**src/rtl/light_bar_pkg.sv**
```systemverilog
// light_bar_pkg: shared state encoding, mode-width helper and default timing constants for the light bar.
package light_bar_pkg;
    typedef enum logic [1:0] {OFF, GAP, RUN} state_t;
    localparam int DEBOUNCE_DEFAULT = 500000;
    localparam int GAP_DEFAULT = 16;
    function automatic int mode_w(input int n);
        return n > 1 ? $clog2(n) : 1;
    endfunction
endpackage

```
**src/rtl/light_bar_controller_if.sv**
```systemverilog
// light_bar_controller_if: enable/green/red bus between the controller and its pattern generators.
interface light_bar_controller_if #(parameter int NUM_PATTERNS = 4);
    logic [8*NUM_PATTERNS-1:0] pattern_green;
    logic [8*NUM_PATTERNS-1:0] pattern_red;
    logic [NUM_PATTERNS-1:0]   pattern_enable;
    modport master (output pattern_enable, input pattern_green, pattern_red);
    modport slave  (input pattern_enable, output pattern_green, pattern_red);
endinterface

```
**src/rtl/light_bar_controller_button_debounce.sv**
```systemverilog
// button_debounce: two-flop synchronizer, stability counter and one-cycle press pulse on accepted rising levels.
module button_debounce import light_bar_pkg::*; #(
    parameter int DEBOUNCE_CYCLES = DEBOUNCE_DEFAULT
) (
    input  logic clk,
    input  logic rst_n,
    input  logic button,
    output logic press
);
    localparam int CW = $clog2(DEBOUNCE_CYCLES + 1);
    logic [1:0]    sync;
    logic          stable;
    logic [CW-1:0] cnt;
    always_ff @(posedge clk or negedge rst_n) begin
        if (!rst_n) begin
            sync   <= '0;
            stable <= 1'b0;
            cnt    <= '0;
            press  <= 1'b0;
        end else begin
            sync  <= {sync[0], button};
            press <= 1'b0;
            if (sync[1] == stable) cnt <= '0;
            else if (cnt == CW'(DEBOUNCE_CYCLES - 1)) begin
                stable <= ~stable;
                cnt    <= '0;
                press  <= ~stable;
            end else cnt <= cnt + 1'b1;
        end
    end
endmodule

```
**src/rtl/light_bar_controller.sv**
```systemverilog
// light_bar_controller: debounced mode selection, break-before-make one-hot generator enable and light mux.
module light_bar_controller import light_bar_pkg::*; #(
    parameter int NUM_PATTERNS    = 4,
    parameter int DEBOUNCE_CYCLES = DEBOUNCE_DEFAULT,
    parameter int GAP_CYCLES      = GAP_DEFAULT,
    localparam int MODE_W         = mode_w(NUM_PATTERNS)
) (
    input  logic                  clk,
    input  logic                  rst_n,
    input  logic                  button,
    input  logic                  run_switch,
    light_bar_controller_if.master gen,
    output logic [7:0]            green_light,
    output logic [7:0]            red_light,
    output logic [MODE_W-1:0]     mode
);
    localparam int GW = $clog2(GAP_CYCLES + 1);
    state_t            state;
    logic [GW-1:0]     gap_cnt;
    logic              press;
    logic [MODE_W-1:0] mode_next;

    button_debounce #(.DEBOUNCE_CYCLES(DEBOUNCE_CYCLES)) u_debounce (
        .clk(clk), .rst_n(rst_n), .button(button), .press(press)
    );

    assign mode_next = (mode == MODE_W'(NUM_PATTERNS - 1)) ? '0 : mode + 1'b1;

    // Outputs default to dark each cycle; only a settled RUN cycle drives them.
    always_ff @(posedge clk or negedge rst_n) begin
        if (!rst_n) begin
            state              <= OFF;
            mode               <= '0;
            gap_cnt            <= '0;
            gen.pattern_enable <= '0;
            green_light        <= '0;
            red_light          <= '0;
        end else begin
            if (press) mode <= mode_next;
            gen.pattern_enable <= '0;
            green_light        <= '0;
            red_light          <= '0;
            if (!run_switch) state <= OFF;
            else case (state)
                OFF: begin
                    state   <= GAP;
                    gap_cnt <= '0;
                end
                GAP: begin
                    if (press) gap_cnt <= '0;
                    else if (gap_cnt == GW'(GAP_CYCLES - 1)) begin
                        state              <= RUN;
                        gen.pattern_enable <= NUM_PATTERNS'(1) << mode;
                    end else gap_cnt <= gap_cnt + 1'b1;
                end
                RUN: begin
                    if (press) begin
                        state   <= GAP;
                        gap_cnt <= '0;
                    end else begin
                        gen.pattern_enable <= NUM_PATTERNS'(1) << mode;
                        green_light        <= gen.pattern_green[8*mode +: 8];
                        red_light          <= gen.pattern_red[8*mode +: 8];
                    end
                end
                default: state <= OFF;
            endcase
        end
    end
endmodule
```
**src/flat_wrapper.sv**
```systemverilog
// flat-port wrapper written by rule: the top's interface ports become plain ports
module light_bar_controller_flat import light_bar_pkg::*;
#(
    parameter int NUM_PATTERNS    = 4,
    parameter int DEBOUNCE_CYCLES = DEBOUNCE_DEFAULT,
    parameter int GAP_CYCLES      = GAP_DEFAULT,
    localparam int MODE_W         = mode_w(NUM_PATTERNS)
)
  (clk, rst_n, button, run_switch, green_light, red_light, mode, gen_pattern_enable, gen_pattern_green, gen_pattern_red);
  light_bar_controller_if #(.NUM_PATTERNS(NUM_PATTERNS)) gen_i ();
  input  logic clk;
  input  logic rst_n;
  input  logic button;
  input  logic run_switch;
  output logic [7:0] green_light;
  output logic [7:0] red_light;
  output logic [MODE_W-1:0] mode;
  output wire logic [$bits(gen_i.pattern_enable)-1:0] gen_pattern_enable;
  input wire logic [$bits(gen_i.pattern_green)-1:0] gen_pattern_green;
  input wire logic [$bits(gen_i.pattern_red)-1:0] gen_pattern_red;
  assign gen_pattern_enable = gen_i.pattern_enable;
  assign gen_i.pattern_green = gen_pattern_green;
  assign gen_i.pattern_red = gen_pattern_red;
  light_bar_controller #(.NUM_PATTERNS(NUM_PATTERNS), .DEBOUNCE_CYCLES(DEBOUNCE_CYCLES), .GAP_CYCLES(GAP_CYCLES)) u_core (.clk(clk), .rst_n(rst_n), .button(button), .run_switch(run_switch), .gen(gen_i), .green_light(green_light), .red_light(red_light), .mode(mode));
endmodule
```
**config.mk**
```make
export PLATFORM = sky130hd
export DESIGN_NAME = light_bar_controller_flat
export DESIGN_NICKNAME = d
export VERILOG_FILES = /design/src/rtl/light_bar_pkg.sv /design/src/rtl/light_bar_controller_if.sv /design/src/rtl/light_bar_controller_button_debounce.sv /design/src/rtl/light_bar_controller.sv /design/src/flat_wrapper.sv
export SDC_FILE = /design/constraint.sdc
export NUM_CORES = 1
export LEC_CHECK = 0
export ABC_CLOCK_PERIOD_IN_PS = 1800
export CAP_MARGIN = 20
export CORE_MARGIN = 8
export CORE_UTILIZATION = 41
export CTS_CLUSTER_SIZE = 10
export DETAILED_ROUTE_END_ITERATION = 8
export MAX_ROUTING_LAYER = met4
export PLACE_DENSITY = 0.76
export SLEW_MARGIN = 15
export SYNTH_ARGS = -nofsm -noshare
export SYNTH_HDL_FRONTEND = slang
export SYNTH_SLANG_ARGS = --single-unit
export TNS_END_PERCENT = 30
```
**constraint.sdc**
```tcl
create_clock -name clk -period 1.8 [get_ports clk]
set_input_delay 0.45 -clock clk [delete_from_list [all_inputs] [get_ports clk]]
set_output_delay 0.45 -clock clk [all_outputs]
set_load 0.02 [all_outputs]
```
==> impl_results.rst, run 1 <==
.. list-table::
   :header-rows: 1

   * - Metric
     - Value
   * - Crit path max-delay cell type
     - sky130_fd_sc_hd__or4_4
   * - Flip-flop cell with the highest count after synthesis
     - sky130_fd_sc_hd__dfrtp_1
   * - FF-to-FF End
     - u_core.u_debounce.stable
   * - Final worst hold slack
     - 0.1205 ns
   * - Top Usage Layer GRT
     - met2
   * - DRC marker count from the first detailed-route iteration
     - 47
   * - Number of failing hold endpoints at the final stage
     - 0
   * - Relative max-transition margin
     - 0.7762
   * - Clock network latency to the later pin of the worst-skew pair
     - 0.31 ns
   * - Number of search-and-repair iterations in the first detailed-routing pass
     - 4
   * - Synthesized area
     - 2669 um^2
   * - Number of vias per cell
     - 5.113
   * - Half-perimeter wire length after placement
     - 5065 um
   * - Number of flops mapped to enable cells by yosys
     - 0
   * - Critical path, cell by cell
     - or4_1 > or4_4 > nor2_4 > mux2_4
   * - Average wire length per cell after detail routing
     - 15.28 um
   * - Routed Wire Length
     - 6370 um
   * - RD Place Congestion
     - 0.8336
   * - Number of buffers added to fix hold violations after cts
     - 0
   * - Highest net fanout along the worst path
     - 2
   * - Post-synth cell types
     - 39
   * - Clock network fraction of total power
     - 0.260
   * - F_max
     - 0.4999 GHz
   * - Final period util
     - 1.111
   * - Most frequent cells in the layout
     - 87 x sky130_fd_sc_hd__clkdlybuf4s50_1, 52 x sky130_fd_sc_hd__dfrtp_1, 25 x sky130_fd_sc_hd__buf_4, 18 x sky130_fd_sc_hd__nor2b_1, 16 x sky130_fd_sc_hd__mux4_2
   * - Setup tns final
     - -3.099 ns
   * - Number of top-level pins
     - 90
   * - Fraction of power consumed by combinational cells
     - 0.248
   * - Vias
     - 2132
   * - Sequential standard cell area
     - 1301 um^2
   * - Final ANT Viol Nets
     - 0
   * - Crit. End Element
     - flop
   * - Share of async-settable or async-resettable flops after synthesis
     - 1.000
   * - CTS tree
     - yes
   * - Clock slew at reported path FFs
     - 0.10 ns
   * - Flops & latches, synth
     - 52
   * - Period minus WS final
     - 2.000 ns
   * - Number of antenna violations at the first check in global routing
     - 0
   * - CP bufs+invs
     - 0
   * - Diodes inserted
     - 0
   * - Std-Cell Rows
     - 29
   * - Synthesized netlist net count
     - 305
   * - Final Total Pwr
     - 2.605 mW
   * - Area contributors post-synth
     - sky130_fd_sc_hd__dfrtp_1 49%, sky130_fd_sc_hd__mux4_2 14%, sky130_fd_sc_hd__ha_1 5.2%
   * - Final setup violating endpoints
     - 20
   * - Share of the synthesized area in the top cell type
     - 0.4876
   * - CP arrival
     - 2.19 ns
   * - Layout net count
     - 418
   * - Clock buffer count from CTS
     - 5
   * - Worst setup SP type
     - flop
   * - Run status
     - complete, but fails checks
   * - Starting density of the core
     - 0.4227
   * - Switching fraction of total power
     - 0.2793
   * - Yosys synthesis warning count
     - 0
   * - Final design utilization
     - 0.6256
   * - Post-synthesis sequential area ratio
     - 0.4876
   * - Multi-input combinational cell area
     - 1306 um^2
   * - Power density cells
     - 659.5 nW/um^2
   * - Max Cap Viol
     - 0
   * - Share of cells above drive strength 1
     - 0.1853
   * - Overflow after GRT
     - 0
   * - Cell depth of the worst flop-to-flop path
     - 4
   * - Least setup slack across all paths after layout
     - -0.2003 ns
   * - Area of the core region
     - 6314 um^2
   * - Type of the worst min-delay path
     - in2async
   * - Worst clock skew on the final layout
     - 0.01042 ns
   * - RSZ-0062 raised after global routing
     - yes
   * - Global-route wire length before repair
     - 10630 um
   * - Die outline width
     - 96.68 um
   * - Met3 usage
     - 0.04765
   * - Port Buf Inserts
     - 89
   * - Total routing resource utilization after global routing
     - 0.1382
   * - Flop2flop setup slack
     - -0.20 ns
   * - Non-Filler Instances
     - 417
   * - Reg2Reg Launch Point
     - u_core.u_debounce.cnt[7]
   * - Transition at the pin with the smallest max-transition slack
     - 0.3323 ns
   * - DRC viols
     - 0
   * - Post-placement cell count
     - 409
   * - Highest cell delay on the worst timing path
     - 0.57 ns
   * - Worst VDD drop
     - 0.0004850 V
   * - Die H
     - 96.68 um
   * - Number of inserted filler cells in the final layout
     - 545
   * - H-tree level count
     - 2
   * - Global Route met2 Usage
     - 0.2448
   * - Crit-path leading delay family
     - simple AND/OR/NAND/NOR gates
   * - Area Overhead vs Synth
     - 48.01%
   * - Internal power
     - 1.877 mW
   * - Number of max-slew violations in the final report
     - 0
   * - CP Class
     - reg2reg
   * - Number of global-route vias before repair
     - 2438
   * - Area of the die
     - 9347 um^2
   * - Fraction of power consumed by sequential logic
     - 0.492
   * - Maximum number of pins on one net before global-route repair
     - 53
   * - Most common library cell in the layout ignoring fill and taps
     - sky130_fd_sc_hd__clkdlybuf4s50_1
   * - Leak pwr
     - 1.669 nW
   * - Synthesized area per cell
     - 11.81 um^2
   * - Violated checks
     - setup timing
   * - Net switching power figure
     - 727.5 uW
   * - Clk root buf
     - sky130_fd_sc_hd__clkbuf_8
   * - Library cell occupying the most area in the post-synthesis netlist
     - sky130_fd_sc_hd__dfrtp_1
   * - Number of clock sinks
     - 52
   * - Synthesized instance count
     - 226
   * - Data required time at the worst endpoint
     - 1.99 ns
   * - Met1 Usage GRT
     - 0.1393
   * - Clock tree buffer depth
     - 2
-- routing by layer --
| layer | up-vias | share of wire | wire, um |
|---|---|---|---|
| met5 | - | 0 | 0 |
| met4 | 0 | 0.014 | 89 |
| met3 | 8 | 0.064 | 409 |
| met2 | 71 | 0.52 | 3302 |
| met1 | 1033 | 0.40 | 2568 |
| li1 | 1020 | - | - |
-- stage by stage --
stage                     instance area [um^2]  setup slack, ns
final                                     3950          -0.2003
after global routing                      3950          -0.2498
after CTS                                 3936          -0.2255
after global placement                    3841          -0.1788
after detailed placement                  3841          -0.2156
after floorplan                           2680          -0.1972
-- sequential cells by signal, indices dropped and copies added, names as in the netlist --
signal / flops
u_core.u_debounce.sync: 2
u_core.u_debounce.stable: 1
u_core.state: 2
u_core.mode: 2
u_core.gap_cnt: 5
u_core.gen.pattern_enable: 4
u_core.u_debounce.cnt: 19
u_core.green_light: 8
u_core.u_debounce.press: 1
u_core.red_light: 8
-- cell families after synthesis --
| family | count (synthesis) | synth area share |
|---|---|---|
| fa+ha+maj | 11 | 0.05157 |
| compound gates | 25 | 0.05813 |
| mux | 18 | 0.1430 |
| xor+xnor | 13 | 0.04266 |
| flops | 52 | 0.4876 |
| buf+inv | 21 | 0.03375 |
| simple gates | 86 | 0.1833 |
-- worst max-delay path by stage --
| stage | from | end | slack (ns) | cells after the start |
|---|---|---|---|---|
| after CTS | u_core.u_debounce.cnt[7] | u_core.u_debounce.stable | -0.23 | 4 |
| after global placement | u_core.u_debounce.cnt[7] | u_core.u_debounce.stable | -0.18 | 4 |
| final | u_core.u_debounce.cnt[7] | u_core.u_debounce.stable | -0.20 | 4 |
| after detailed placement | u_core.u_debounce.cnt[7] | u_core.u_debounce.stable | -0.22 | 4 |
| after floorplan | u_core.u_debounce.cnt[7] | u_core.u_debounce.stable | -0.20 | 4 |
| after global routing | u_core.u_debounce.cnt[7] | u_core.u_debounce.stable | -0.25 | 4 |
-- area by class of cell --
cell class	count	share of cell area
Timing Repair Buffer	116	0.2825
Clock inverter	2	0.004118
Clock buffer	6	0.01837
Inverter	11	0.01045
Sequential cell	52	0.3294
Multi-Input combinational cell	153	0.3307
Tap cell	77	0.02439
-- cell usage after synthesis (3+ instances only) --
library cell and count:
sky130_fd_sc_hd__xnor2_1 3, sky130_fd_sc_hd__or4_1 4, sky130_fd_sc_hd__nand2_1 11, sky130_fd_sc_hd__and2_1 6, sky130_fd_sc_hd__o31ai_1 6, sky130_fd_sc_hd__a21oi_1 6
sky130_fd_sc_hd__clkbuf_1 5, sky130_fd_sc_hd__nand4_1 7, sky130_fd_sc_hd__o21ai_0 9, sky130_fd_sc_hd__and4_1 3, sky130_fd_sc_hd__nor2_1 16, sky130_fd_sc_hd__nand3_1 8
sky130_fd_sc_hd__inv_1 11, sky130_fd_sc_hd__dfrtp_1 52, sky130_fd_sc_hd__nor2b_1 18, sky130_fd_sc_hd__xor2_1 10, sky130_fd_sc_hd__ha_1 11, sky130_fd_sc_hd__mux4_2 16
-- power groups by stage --
stage	clock network [mW]	registers, mW	logic [mW]
3_5_place_dp	0	1.31	0.628
5_1_grt	0.731	1.29	0.709
2_1_floorplan	0	1.34	0.227
6_report	0.676	1.28	0.646
3_3_place_gp	0	1.30	0.607
4_1_cts	0.687	1.28	0.648
-- worst reg2reg max path, stage by stage (launching register included) --
cell and delay (ns):
sky130_fd_sc_hd__dfrtp_1 0.38, sky130_fd_sc_hd__or4_1 0.52, sky130_fd_sc_hd__or4_4 0.57, sky130_fd_sc_hd__nor2_4 0.12, sky130_fd_sc_hd__mux2_4 0.30
-- what timing repair did --
action	in CTS	in global routing
gates cloned	0	0
buffers inserted	0	0
resized for setup	4	6
setup endpoints to repair	23	27
pin swaps	4	2
(Power assumes the default switching activity.)
==> run 2, diff against run 1 <==
--- a/config.mk
+++ b/config.mk
@@ -12,7 +12,8 @@
 export CTS_CLUSTER_SIZE = 10
 export DETAILED_ROUTE_END_ITERATION = 8
 export MAX_ROUTING_LAYER = met4
-export PLACE_DENSITY = 0.76
+export PLACE_DENSITY_LB_ADDON = 0.05
+export SETUP_SLACK_MARGIN = 0.3
 export SLEW_MARGIN = 15
 export SYNTH_ARGS = -nofsm -noshare
 export SYNTH_HDL_FRONTEND = slang
==> impl_results.rst, run 2 (same netlist as run 1, synthesis figures left out) <==
.. list-table::
   :header-rows: 1

   * - Metric
     - Value
   * - Run status
     - complete, but fails checks
   * - Violated checks
     - setup timing
   * - Clock slew at reported path FFs
     - 0.09 ns (about the same)
   * - Vias
     - 2050 (-3.8%)
   * - Fraction of power consumed by combinational cells
     - 0.239 (-0.009)
   * - Leak pwr
     - 1.779 nW (+6.6%)
   * - Fraction of power consumed by sequential logic
     - 0.474 (-0.018)
   * - Total non-filler cell area in the finished layout
     - 4023 um^2 (+1.8%)
   * - Number of inserted filler cells in the final layout
     - 547 (+0.37%)
   * - Number of max-slew violations in the final report
     - 0 (unchanged)
   * - Number of clock sinks
     - 52 (unchanged)
   * - Max Cap Viol
     - 0 (unchanged)
   * - Number of top-level pins
     - 90 (unchanged)
   * - Worst setup SP type
     - flop
   * - FF-to-FF End
     - u_core.u_debounce.stable
   * - Reg2Reg Launch Point
     - u_core.u_debounce.cnt[5]
   * - Relative max-transition margin
     - 0.6928 (-0.08337)
   * - Least setup slack across all paths after layout
     - -0.2091 ns (-0.008781 ns)
   * - Number of search-and-repair iterations in the first detailed-routing pass
     - 4 (unchanged)
   * - Clock network fraction of total power
     - 0.287 (+0.027)
   * - Final ANT Viol Nets
     - 0 (unchanged)
   * - Die outline width
     - 96.68 um (unchanged)
   * - Met2 routed wirelength
     - 3384 um (+2.5%)
   * - Wire length on met3
     - 287 um (-30%)
   * - Number of logic stages on the critical path including buffering
     - 4 (unchanged)
   * - Layout net count
     - 417 (-0.24%)
   * - Transition at the pin with the smallest max-transition slack
     - 0.4608 ns (+0.1286 ns)
   * - Port Buf Inserts
     - 89 (unchanged)
   * - Total routing resource utilization after global routing
     - 0.1480 (+0.009825)
   * - Power density cells
     - 678.0 nW/um^2 (+2.8%)
   * - Clock buffer count from CTS
     - 5 (unchanged)
   * - Worst VDD drop
     - 0.0004631 V (-4.5%)
   * - Highest net fanout along the worst path
     - 2 (unchanged)
   * - Final period util
     - 1.116 (+0.004878)
   * - Internal power
     - 1.985 mW (+5.7%)
   * - Type of the worst min-delay path
     - in2async
   * - Share of cells above drive strength 1
     - 0.2330 (+0.04774)
   * - Average wire length per cell after detail routing
     - 15.86 um (+3.8%)
   * - Area of the core region
     - 6314 um^2 (unchanged)
   * - Worst clock skew on the final layout
     - 0.006011 ns (-0.004408 ns)
   * - Critical path, cell by cell
     - or4b_4 > or4_4 > nor2_4 > mux2_4
   * - Placed Instance Area
     - 3865 um^2 (+0.62%)
   * - Number of global-route vias before repair
     - 2222 (-8.9%)
   * - Crit. End Element
     - flop
   * - CTS tree
     - yes
   * - CP bufs+invs
     - 0 (unchanged)
   * - Clk root buf
     - sky130_fd_sc_hd__clkbuf_8
   * - Crit path max-delay cell type
     - sky130_fd_sc_hd__or4_4
   * - Most frequent cells in the layout
     - 66 x sky130_fd_sc_hd__clkdlybuf4s50_1, 51 x sky130_fd_sc_hd__dfrtp_1, 23 x sky130_fd_sc_hd__buf_4, 19 x sky130_fd_sc_hd__dlygate4sd2_1, 18 x sky130_fd_sc_hd__nor2b_1
   * - Flop2flop setup slack
     - -0.21 ns (about the same)
   * - Maximum number of pins on one net before global-route repair
     - 23 (-57%)
   * - Number of antenna violations at the first check in global routing
     - 0 (unchanged)
   * - Std-Cell Rows
     - 29 (unchanged)
   * - Die H
     - 96.68 um (unchanged)
   * - Clock network latency to the later pin of the worst-skew pair
     - 0.30 ns (about the same)
   * - Total routed wire length on the met1 layer
     - 2817 um (+9.7%)
   * - Area Overhead vs Synth
     - 50.73%
   * - H-tree level count
     - 2 (unchanged)
   * - Crit-path leading delay family
     - simple AND/OR/NAND/NOR gates
   * - CP Class
     - reg2reg
   * - Clock tree buffer depth
     - 2 (unchanged)
   * - Final worst hold slack
     - 0.08758 ns (-0.03288 ns)
   * - Global-route wire length before repair
     - 11110 um (+4.5%)
   * - Data required time at the worst endpoint
     - 1.99 ns (about the same)
   * - Highest cell delay on the worst timing path
     - 0.57 ns (about the same)
   * - Period minus WS final
     - 2.009 ns (+0.008781 ns)
   * - Flip-flop count of the largest register after layout
     - 19 (unchanged)
   * - CP arrival
     - 2.20 ns (about the same)
   * - RD Place Congestion
     - 0.8103 (-2.8%)
   * - Half-perimeter wire length after placement
     - 5263 um (+3.9%)
   * - DRC marker count from the first detailed-route iteration
     - 66 (+40%)
   * - Switching fraction of total power
     - 0.2722 (-0.007118)
   * - Highest layer used for signal routing
     - met4
   * - Reg with most FFs
     - u_core.u_debounce.cnt
   * - RSZ-0062 raised after global routing
     - yes
   * - Diodes inserted
     - 0 (unchanged)
   * - Overflow after GRT
     - 0 (unchanged)
   * - Area of the die
     - 9347 um^2 (unchanged)
   * - F_max
     - 0.4977 GHz (-0.44%)
   * - Most common library cell in the layout ignoring fill and taps
     - sky130_fd_sc_hd__clkdlybuf4s50_1
   * - Number of buffers added to fix hold violations after cts
     - 0 (unchanged)
   * - Number of vias per cell
     - 4.928 (-3.6%)
   * - Final setup violating endpoints
     - 20 (unchanged)
   * - Number of failing hold endpoints at the final stage
     - 0 (unchanged)
   * - DRC viols
     - 0 (unchanged)
   * - Starting density of the core
     - 0.4227 (unchanged)
   * - Net switching power figure
     - 742.3 uW (+2.0%)
   * - Leading registers by flop count
     - u_core.u_debounce.cnt (19), u_core.green_light (8), u_core.red_light (8)
   * - Post-CTS setup-driven buffer insertion count
     - 0 (unchanged)
   * - Routed Wire Length
     - 6597 um (+3.6%)
   * - Cell depth of the worst flop-to-flop path
     - 4 (unchanged)
-- run 2: through the flow --
| stage | total power [mW] | utilization | instances | setup slack (ns) | setup TNS (ns) |
|---|---|---|---|---|---|
| 6_report | 2.727 | 0.6371 | 416 | -0.2091 | -3.323 |
| 4_1_cts | 2.732 | 0.6322 | 416 | -0.2170 | -3.483 |
| 2_1_floorplan | 1.586 | - | 226 | -0.1972 | -2.640 |
| 5_1_grt | 2.878 | 0.6371 | 416 | -0.2541 | -4.325 |
| 3_3_place_gp | 1.897 | 0.6122 | 408 | -0.1980 | -2.648 |
| 3_5_place_dp | 1.904 | 0.6122 | 408 | -0.2170 | -3.104 |
-- run 2: repair_timing --
action / 4_1_cts / 5_1_grt
pin swaps: 18 / 15
resized for setup: 38 / 12
endpoints found under the setup margin: 53 / 34
-- run 2: final cells by class --
type                            count  area, um^2  area share
Multi-Input combinational cell    153        1394      0.3465
Sequential cell                    52        1303      0.3238
Timing Repair Buffer              115        1081      0.2687
Tap cell                           77       96.34     0.02395
Clock buffer                        6       72.57     0.01804
Inverter                           11       41.29     0.01026
Clock inverter                      2       35.03    0.008709
-- run 2: power groups by stage --
stage               clock network (mW)  logic [mW]  registers [mW]
floorplan                            0       0.243            1.34
global placement                     0       0.588            1.31
detailed placement                   0       0.591            1.31
CTS                              0.804       0.636            1.29
global route                     0.853       0.722            1.30
finish                           0.783       0.652            1.29
-- run 2: routing by layer --
metal	track usage	vias up
met4	0.04970	0
met2	0.2417	50
met5	-	-
li1	-	1021
met3	0.03770	9
met1	0.1735	970
-- run 2: worst max path at each step --
| stage | from | to | slack [ns] |
|---|---|---|---|
| 2_1_floorplan | u_core.u_debounce.cnt[7] | u_core.u_debounce.stable | -0.20 |
| 3_3_place_gp | u_core.u_debounce.cnt[7] | u_core.u_debounce.stable | -0.20 |
| 3_5_place_dp | u_core.u_debounce.cnt[7] | u_core.u_debounce.stable | -0.22 |
| 4_1_cts | u_core.u_debounce.cnt[5] | u_core.u_debounce.stable | -0.22 |
| 5_1_grt | u_core.u_debounce.cnt[5] | u_core.u_debounce.stable | -0.25 |
| 6_report | u_core.u_debounce.cnt[5] | u_core.u_debounce.stable | -0.21 |
==> run 3, diff against run 2 <==
--- a/config.mk
+++ b/config.mk
@@ -9,9 +9,9 @@
 export CAP_MARGIN = 20
 export CORE_MARGIN = 8
 export CORE_UTILIZATION = 41
+export CTS_CLUSTER_DIAMETER = 50
 export CTS_CLUSTER_SIZE = 10
 export DETAILED_ROUTE_END_ITERATION = 8
-export MAX_ROUTING_LAYER = met4
 export PLACE_DENSITY_LB_ADDON = 0.05
 export SETUP_SLACK_MARGIN = 0.3
 export SLEW_MARGIN = 15
==> constraint.sdc (replaced) <==
create_clock -name clk -period 1.8 [get_ports clk]
set_input_delay 0.18 -clock clk [delete_from_list [all_inputs] [get_ports clk]]
set_output_delay 0.18 -clock clk [all_outputs]
set_load 0.02 [all_outputs]
==> impl_results.rst, run 3 (same netlist as run 1, synthesis figures left out) <==
.. list-table::
   :header-rows: 1

   * - Metric
     - Value
   * - Power density cells
     - 661.5 nW/um^2 (-2.4%)
   * - Most frequent cells in the layout
     - 85 x sky130_fd_sc_hd__clkdlybuf4s50_1, 49 x sky130_fd_sc_hd__dfrtp_1, 18 x sky130_fd_sc_hd__nor2b_1, 18 x sky130_fd_sc_hd__buf_4, 16 x sky130_fd_sc_hd__mux4_2
   * - DRC marker count from the first detailed-route iteration
     - 70 (+6.1%)
   * - H-tree level count
     - 2 (unchanged)
   * - Die outline width
     - 96.68 um (unchanged)
   * - Sequential standard cell area
     - 1305 um^2 (+0.19%)
   * - Period minus WS final
     - 2.042 ns (+0.03334 ns)
   * - Share of cells above drive strength 1
     - 0.2202 (-0.01280)
   * - Area of the die
     - 9347 um^2 (unchanged)
   * - Final Total Pwr
     - 2.696 mW (-1.2%)
   * - Clock slew at reported path FFs
     - 0.09 ns (about the same)
   * - Starting density of the core
     - 0.4227 (unchanged)
   * - Worst clock skew on the final layout
     - 0.01050 ns (+0.004484 ns)
   * - Total routing resource utilization after global routing
     - 0.1409 (-0.007170)
   * - Clock tree buffer depth
     - 2 (unchanged)
   * - CTS tree
     - yes
   * - Violated checks
     - setup timing
   * - CP bufs+invs
     - 0 (unchanged)
   * - Clk root buf
     - sky130_fd_sc_hd__clkbuf_8
   * - Final setup violating endpoints
     - 20 (unchanged)
   * - Number of clock sinks
     - 52 (unchanged)
   * - Highest cell delay on the worst timing path
     - 0.57 ns (about the same)
   * - Diodes inserted
     - 0 (unchanged)
   * - Reg with most FFs
     - u_core.u_debounce.cnt
   * - Average wire length per cell after detail routing
     - 15.92 um (+0.38%)
   * - Crit-path leading delay family
     - simple AND/OR/NAND/NOR gates
   * - Layout net count
     - 414 (-0.72%)
   * - Critical path, cell by cell
     - or4_4 > or4_4 > nor2_4 > mux2_4
   * - Crit path max-delay cell type
     - sky130_fd_sc_hd__or4_4
   * - Worst setup SP type
     - flop
   * - Half-perimeter wire length after placement
     - 5133 um (-2.5%)
   * - Maximum number of pins on one net before global-route repair
     - 32 (+39%)
   * - CP arrival
     - 2.24 ns (+0.04 ns)
   * - Multi-input combinational cell area
     - 1436 um^2 (+3.1%)
   * - Least setup slack across all paths after layout
     - -0.2424 ns (-0.03334 ns)
   * - Leak pwr
     - 1.679 nW (-5.7%)
   * - Max Cap Viol
     - 0 (unchanged)
   * - Final design utilization
     - 0.6455 (+0.008324)
   * - Number of antenna violations at the first check in global routing
     - 0 (unchanged)
   * - Number of search-and-repair iterations in the first detailed-routing pass
     - 4 (unchanged)
   * - Number of vias per cell
     - 5.031 (+2.1%)
   * - Critical Path Most Common Cell
     - sky130_fd_sc_hd__or4_4
   * - Flip-flop count of the largest register after layout
     - 19 (unchanged)
   * - Relative max-transition margin
     - 0.6605 (-0.03225)
   * - Type of the worst min-delay path
     - in2reg
   * - F_max
     - 0.4896 GHz (-1.6%)
   * - Final period util
     - 1.135 (+0.01852)
   * - Leading registers by flop count
     - u_core.u_debounce.cnt (19), u_core.green_light (8), u_core.red_light (8)
   * - Std-Cell Rows
     - 29 (unchanged)
   * - Data required time at the worst endpoint
     - 1.99 ns (about the same)
   * - Number of inserted filler cells in the final layout
     - 532 (-2.7%)
   * - RSZ-0062 raised after global routing
     - yes
   * - Area of the core region
     - 6314 um^2 (unchanged)
   * - Number of max-slew violations in the final report
     - 0 (unchanged)
   * - Vias
     - 2078 (+1.4%)
   * - RD Place Congestion
     - 0.7789 (-3.9%)
   * - Final ANT Viol Nets
     - 0 (unchanged)
   * - Number of failing hold endpoints at the final stage
     - 0 (unchanged)
   * - Total non-filler cell area in the finished layout
     - 4075 um^2 (+1.3%)
   * - DRC viols
     - 0 (unchanged)
   * - Transition at the pin with the smallest max-transition slack
     - 0.5092 ns (+0.04838 ns)
   * - Most common library cell in the layout ignoring fill and taps
     - sky130_fd_sc_hd__clkdlybuf4s50_1
   * - Die H
     - 96.68 um (unchanged)
   * - Crit. End Element
     - flop
   * - Clock network latency to the later pin of the worst-skew pair
     - 0.30 ns (about the same)
   * - Number of global-route vias before repair
     - 2276 (+2.4%)
   * - Clock buffer count from CTS
     - 5 (unchanged)
   * - Routed Wire Length
     - 6574 um (-0.35%)
   * - CP Class
     - reg2reg
   * - Area Overhead vs Synth
     - 52.70%
   * - Placed Instance Area
     - 3832 um^2 (-0.84%)
   * - Global-route wire length before repair
     - 11070 um (-0.32%)
   * - Setup tns final
     - -3.476 ns (-0.1537 ns)
   * - Overflow after GRT
     - 0 (unchanged)
   * - Run status
     - complete, but fails checks
   * - Port Buf Inserts
     - 89 (unchanged)
   * - Highest net fanout along the worst path
     - 2 (unchanged)
   * - Worst VDD drop
     - 0.0005009 V (+8.2%)
   * - Number of top-level pins
     - 90 (unchanged)
run 3: changes by cell type in the layout (fill, tap and decap cells not counted), moves of 2 or more:
cell,change
sky130_fd_sc_hd__and2_4,-3
sky130_fd_sc_hd__dfrtp_1,-2
sky130_fd_sc_hd__buf_4,-5
sky130_fd_sc_hd__clkdlybuf4s15_1,-2
sky130_fd_sc_hd__dlygate4sd2_1,-17
sky130_fd_sc_hd__dfrtp_2,+2
sky130_fd_sc_hd__and2_1,+3
sky130_fd_sc_hd__o21ai_4,+2
sky130_fd_sc_hd__clkdlybuf4s50_1,+19
run 3: power breakdown:
part | switching [mW] | internal [mW]
sequential | 0.0601 | 1.24
combinational | 0.344 | 0.357
clock | 0.378 | 0.313
run 3: stage by stage:
step | instances | setup WS, ns | hold WS (ns)
floorplan | 226 | -0.1972 | -0.1156
global placement | 402 | -0.1989 | 0.1687
detailed placement | 402 | -0.2410 | 0.1843
CTS | 412 | -0.2458 | 0.3216
global route | 413 | -0.3094 | 0.3139
finish | 413 | -0.2424 | 0.3193
run 3: layer usage:
metal	vias to the layer above	routed length, um	track usage	share of wire
met4	0	36	0.02249	0.0055
met5	-	0	0	0
li1	1022	-	-	-
met1	1007	2669	0.1619	0.41
met2	45	3503	0.2479	0.53
met3	4	364	0.04979	0.055
run 3: final timing paths:
kind,slack [ns],to,cells after the start,start
max reg2reg,-0.24,u_core.u_debounce.stable,4,u_core.u_debounce.cnt[7]
max in group asynchronous,0.88,u_core.gap_cnt[0],3,rst_n
min in group asynchronous,0.37,u_core.red_light[4],2,rst_n
max,-0.24,u_core.u_debounce.stable,4,u_core.u_debounce.cnt[7]
min reg2reg,0.36,u_core.u_debounce.sync[1],0,u_core.u_debounce.sync[0]
min,0.32,u_core.u_debounce.sync[0],1,button
run 3: final cells by class:
| cell class | instances | area share |
|---|---|---|
| clock buffer | 7 | 0.02119 |
| clock inverter | 1 | 0.001842 |
| inverter | 11 | 0.01013 |
| multi-input combinational | 153 | 0.3525 |
| sequential | 52 | 0.3202 |
| tap | 77 | 0.02364 |
| timing repair buffer | 112 | 0.2705 |
run 3: timing repair:
item | 4_1_cts | 5_1_grt
buffers inserted | 1 | 1
endpoints found under the hold margin | 21 | 0
setup endpoints to repair | 33 | 32
pin swaps | 16 | 19
hold buffers | 1 | 0
gates resized for setup | 22 | 10
